--- src/rtl/alu_share_arbiter.sv ---
// Round-robin arbiter that time-shares one external combinational ALU between two
// requesters; one operation in flight, result held until the owner accepts it.
module alu_share_arbiter #(
    parameter int DATA_W = 32,
    parameter int CTRL_W = 5
) (
    input  logic              clk_i,
    input  logic              rst_i,

    input  logic              req0_valid_i,
    output logic              req0_ready_o,
    input  logic [CTRL_W-1:0] req0_ctrl_i,
    input  logic [DATA_W-1:0] req0_src1_i,
    input  logic [DATA_W-1:0] req0_src2_i,

    input  logic              req1_valid_i,
    output logic              req1_ready_o,
    input  logic [CTRL_W-1:0] req1_ctrl_i,
    input  logic [DATA_W-1:0] req1_src1_i,
    input  logic [DATA_W-1:0] req1_src2_i,

    output logic              rsp0_valid_o,
    input  logic              rsp0_ready_i,
    output logic [DATA_W-1:0] rsp0_result_o,
    output logic              rsp0_zero_o,

    output logic              rsp1_valid_o,
    input  logic              rsp1_ready_i,
    output logic [DATA_W-1:0] rsp1_result_o,
    output logic              rsp1_zero_o,

    output logic [CTRL_W-1:0] alu_ctrl_o,
    output logic [DATA_W-1:0] alu_src1_o,
    output logic [DATA_W-1:0] alu_src2_o,
    input  logic [DATA_W-1:0] alu_result_i,
    input  logic              alu_zero_i
);

    localparam logic [1:0] IDLE = 2'd0;
    localparam logic [1:0] EXEC = 2'd1;
    localparam logic [1:0] RESP = 2'd2;

    logic [1:0]        state;
    logic              owner;
    logic              last_grant;
    logic [CTRL_W-1:0] ctrl_q;
    logic [DATA_W-1:0] src1_q;
    logic [DATA_W-1:0] src2_q;
    logic [DATA_W-1:0] result_q;
    logic              zero_q;

    logic              any_req;
    logic              grant;
    logic              owner_rsp_ready;

    // When both requesters contend, the one not served last wins.
    always_comb begin
        any_req = req0_valid_i | req1_valid_i;
        grant   = 1'b0;
        if (req0_valid_i && req1_valid_i) begin
            grant = ~last_grant;
        end else if (req1_valid_i) begin
            grant = 1'b1;
        end
    end

    assign owner_rsp_ready = owner ? rsp1_ready_i : rsp0_ready_i;

    assign req0_ready_o = (state == IDLE) && any_req && (grant == 1'b0);
    assign req1_ready_o = (state == IDLE) && any_req && (grant == 1'b1);

    assign rsp0_valid_o  = (state == RESP) && (owner == 1'b0);
    assign rsp1_valid_o  = (state == RESP) && (owner == 1'b1);
    assign rsp0_result_o = result_q;
    assign rsp1_result_o = result_q;
    assign rsp0_zero_o   = zero_q;
    assign rsp1_zero_o   = zero_q;

    assign alu_ctrl_o = ctrl_q;
    assign alu_src1_o = src1_q;
    assign alu_src2_o = src2_q;

    always_ff @(posedge clk_i) begin
        if (rst_i) begin
            state      <= IDLE;
            owner      <= 1'b0;
            last_grant <= 1'b1;
            ctrl_q     <= '0;
            src1_q     <= '0;
            src2_q     <= '0;
            result_q   <= '0;
            zero_q     <= 1'b0;
        end else begin
            case (state)
                IDLE: begin
                    if (any_req) begin
                        owner  <= grant;
                        ctrl_q <= grant ? req1_ctrl_i : req0_ctrl_i;
                        src1_q <= grant ? req1_src1_i : req0_src1_i;
                        src2_q <= grant ? req1_src2_i : req0_src2_i;
                        state  <= EXEC;
                    end
                end
                EXEC: begin
                    result_q <= alu_result_i;
                    zero_q   <= alu_zero_i;
                    state    <= RESP;
                end
                RESP: begin
                    if (owner_rsp_ready) begin
                        last_grant <= owner;
                        state      <= IDLE;
                    end
                end
                default: state <= IDLE;
            endcase
        end
    end

endmodule

--- config.mk ---
export PLATFORM = sky130hd
export DESIGN_NAME = alu_share_arbiter
export DESIGN_NICKNAME = d
export VERILOG_FILES = /design/src/rtl/alu_share_arbiter.sv
export SDC_FILE = /design/constraint.sdc
export NUM_CORES = 1
export LEC_CHECK = 0
export ABC_AREA = 1
export BUFFER_PORTS_ARGS = -buffer_cell sky130_fd_sc_hd__buf_4
export CAP_MARGIN = 20
export CORE_AREA = 3 3 123 125
export CTS_CLUSTER_SIZE = 10
export DETAILED_ROUTE_END_ITERATION = 8
export DIE_AREA = 0 0 126 128
export GPL_TIMING_DRIVEN = 0
export PLACE_DENSITY = 0.7
export SYNTH_ARGS = -nofsm -noshare
export SYNTH_HDL_FRONTEND = slang
export SYNTH_SLANG_ARGS = --single-unit
export TNS_END_PERCENT = 30
--- constraint.sdc ---
create_clock -name clk_i -period 1.1 [get_ports clk_i]
set_input_delay 0.165 -clock clk_i [delete_from_list [all_inputs] [get_ports clk_i]]
set_output_delay 0.165 -clock clk_i [all_outputs]
set_load 0.05 [all_outputs]
# Yosys cells after proc, flatten, opt, wreduce, memory -nomap -nowiden

Cells that the tools add are included.

Word-level logic and storage cells: 35
Bits of input ports: 177
Bits in registers: 106
Output and inout bits: 139

Multiplexer cells: 9
Reduce and logical (&&, ||, !) cells: 10
Eq/ne operators: 4
Bitwise logic cells: 4

Operator list:

| cell               | number |
|---|---|
| $mux 32            | 2 |
| $logic_and 1x1->1  | 6 |
| $pmux 2 s3         | 1 |
| $reduce_and 2->1   | 3 |
| $mux 5             | 1 |
| $mux 2             | 2 |
| $ne 2x2->1 const B | 2 |
| $mux 1             | 3 |
| $not 1->1          | 3 |
| $eq 2x1->1 const B | 1 |
| $eq 2x2->1 const B | 1 |
| $logic_not 2->1    | 1 |
| $or 1x1->1         | 1 |

# Depth between registers and ports, before layout

Depth after elaboration: 4
Depth in mapped cells: 7
Mapped depth without buffers: 6

# Least setup slack after synthesis

Ideal clock, no wire load.

Path kind: register to output
Start: register last_grant
End: output req0_ready_o
Cell stages (with the launch flop): 6
Slack: -0.569 ns
Arrival: 1.504 ns
Buffers on the path: 1
Data required time: 0.935 ns
Cell sequence: dfxtp_1 > nand2_1 > nand2_1 > buf_2 > inv_1 > nor2_1

Longest elaborated chain between the ends: 4

Ends and longest elaborated chain:

| what                   | RTL line | source |
|---|---|---|
| from (decl)            | 45       | `logic last_grant;` |
| from (signal assigned) | 111      | `last_grant <= owner;` |
| $not 1->1              | 61       | `grant = ~last_grant;` |
| $mux 1                 | 60       | `if (req0_valid_i && req1_valid_i) begin` |
| $not 1->1              | 69       | `assign req0_ready_o = (state == IDLE) && any_req && (grant == 1'b0);` |
| $logic_and 1x1->1      | 69       |  |
| to (decl)              | 11       | `output logic req0_ready_o,` |

Every way passes these cells.

# Worst setup path after layout

Start: register last_grant
End: output req1_ready_o

Longest elaborated chain between the ends: 3

Ends and longest elaborated chain:

| what              | RTL line | source |
|---|---|---|
| $not 1->1         | 61       |  |
| $mux 1            | 60       |  |
| $logic_and 1x1->1 | 70       | `assign req1_ready_o = (state == IDLE) && any_req && (grant == 1'b1);` |
| to (decl)         | 17       | `output logic req1_ready_o,` |

Every way passes these cells.

==> qor.yml <==
routing:
  dr_total_vias: 5911
  ant_nets: 0
  totalWireLength_mm: 19.6
  vias_per_cell: 4.71
  first_pass_iters: 4
  routedWlPerCell_um: 15.6
  drt_iter0_drc: 267
  route.detailed.drc: 0
timing:
  fin_skew_ns: 0.00803
  rsz0062_at_grt: "yes"
  maxSlewViolCount: 0
  fin_ws_ns: -0.386
  setup_violations: 133
  clock.fmax_mhz: 673
  finalHoldViolations: 0
  max_slew_margin_pct: 51.8
  period_needed_ns: 1.49
  period_share_pct: 135
  tightest_slew_ns: 0.723
placement:
  dpl.hpwl_mm: 14.6
  dpl_cell_area_um2: 7510
  gp_congestion: 0.822
  portBuffers: 313
  pre_cts_slack_ns: -0.507
logic_synthesis:
  synth_edf_count: 0
  synth_top_area_share_pct: 43.4
  ys_types: 16
  yosysSeqAreaShare_pct: 43.4
  yosysMostFrequentCell: "nand2_1"
  syn_nets: 908
  synthFlopType: "dfxtp_1"
  synth_largest_area_cell: "dfxtp_1"
  syn-cell-area_um2: 4890
  ys_async_sr_fraction_pct: 0
  ys_ff_latch: 106
  synth_commonest_cells: "283 x nand2_1, 106 x dfxtp_1, 71 x a21oi_1, 70 x nor2_1, 69 x nand3_1"
  avgSynthCellArea_um2: 6.68
  synthCells: 731
  synthTopCellsByArea: "dfxtp_1 43%, nand2_1 22%, a21oi_1 7.3%, nand3_1 7.1%, buf_4 6.3%"
  yosys_warnings: 0
floorplan:
  dieArea_um2: 16100
  pin_count: 316
  dieHeight_um: 128
  start_util_pct: 34.9
  rows: 43
  die_w_um: 126
  core_area_um2: 14000
setup_path:
  crit_slowest_cell: "dfxtp_4"
  cp-end-kind: "output pin"
  worst-endpoint-arrival_ns: 1.32
  critPathBufInv: 4
  crit_path_cell_trace: "nand2_8, nand2_8, buf_8, inv_6, nand2_4, clkinvlp_4, buf_8"
  cp.required_ns: 0.94
  critPathMaxFanout: 4
  cp_top_family: "buffers and inverters"
  startpoint_type: "register"
  cpPeakStageDelay_ns: 0.38
  path_class: "register to output pin"
global_routing:
  track_usage_pct: 22.7
  antenna_found_initial: 0
  grt_pass1_vias: 5493
  grt_overflow: 0
  grt_pass1_wl_mm: 29.2
  grt_max_degree: 19
cts:
  clock_latency_ns: 0.35
  numCtsBuffers: 9
  cts_root_buffer: "clkbuf_16"
  clockBufferDepth: 2
  cts.reportedPaths.clkPinSlew_ns: 0.08
  clock_sinks: 106
  cts_tree: "built"
  htreeDepth: 3
status:
  violations: "setup timing"
  outcome: "complete, but fails checks"
cells_and_area:
  drive_gt1_share_pct: 47.3
  layout.nets: 1246
  fin_area_um2: 8730
  n_antenna_cell: 0
  area_delta_synth_final_pct: 78.7
power:
  total_power_mw: 13.1
  p_leak_nw: 4.35
  power_density_nw_per_um2: 1510
  vdd.ir_drop.worst_v: 0.000735
flow_run:
  drv_cap: 0
hold_path:
  hold_class: "primary input to register"
final timing paths:
path | slack, ns | start | cells after the start | to
setup reg to reg | -0.24 | state[0] | 8 | alu_src1_o[15]
hold / removal | 0.03 | alu_result_i[15] | 3 | rsp0_result_o[15]
setup / recovery | -0.39 | last_grant | 7 | req1_ready_o
hold reg to reg | 0.47 | alu_src2_o[29] | 2 | alu_src2_o[29]
what timing repair did:
action | 4_1_cts | 5_1_grt
gates resized for setup | 155 | 112
endpoints found under the setup margin | 163 | 172
hold buffers | 0 | 0
gates cloned | 1 | 0
buffers inserted | 11 | 3
pin swaps | 4 | 10
power breakdown:
group	internal [mW]	total, mW	switching (mW)	leakage, nW
combinational	2.11	5.31	3.21	3.31
clock	1.79	3.33	1.54	0.146
sequential	4.24	4.51	0.270	0.888
routing by layer:
layer,track usage [%],wire length (um)
met1,26.2,7440
met5,0,0
met3,6.38,1730
met2,40.1,9950
met4,8.08,436
stage by stage:
stage,instances,setup TNS (ns),hold slack (ns),utilization [%]
floorplan,731,-5.54,0.300,-
global placement,1224,-37.25,0.386,53.7
detailed placement,1224,-39.48,0.393,53.7
CTS,1252,-14.65,0.0222,59.9
global route,1254,-23.29,0.0329,62.4
finish,1254,-14.38,0.0306,62.4
kinds of logic (layout without fill, tap and decap cells):
| family | Yosys count | count (layout) | synth area share, % |
|---|---|---|---|
| AOI/OAI and AO/OA | 107 | 107 | 11.2 |
| DFF | 106 | 106 | 43.4 |
| and+or+nand+nor | 425 | 425 | 34.6 |
| buffers and inverters | 93 | 436 | 10.8 |
flip-flops by register name, indices dropped and copies added (netlist names):
name and count:
last_grant 1, owner 1, state 2, alu_src2_o 32, rsp0_zero_o 1, alu_ctrl_o 5
rsp0_result_o 32, alu_src1_o 32
cells in the final DEF, fill, tap and decap left out, drive strengths merged:
master,count
buf,391
nand2,283
dfxtp,106
nor2,72
a21oi,71
nand3,69
o21ai,35
clkbuf,31
inv,7
clkinv,4
clkinvlp,2
nand4,1
o211ai,1
bufinv,1
area by class of cell:
cell class / count / area [um^2]
fill: 1318 / 5260
timing repair buffer: 327 / 2820
multi-input combinational: 532 / 2440
sequential: 106 / 2180
buffer: 86 / 716
clock buffer: 9 / 225
tap: 180 / 225
clock inverter: 7 / 77.6
inverter: 7 / 50.0
tightest hold or removal path, stage by stage:
cell    delay (ns)
buf_4         0.08
nor2_1        0.03
nor2_1        0.08
Power figures use the tool's default switching activity.
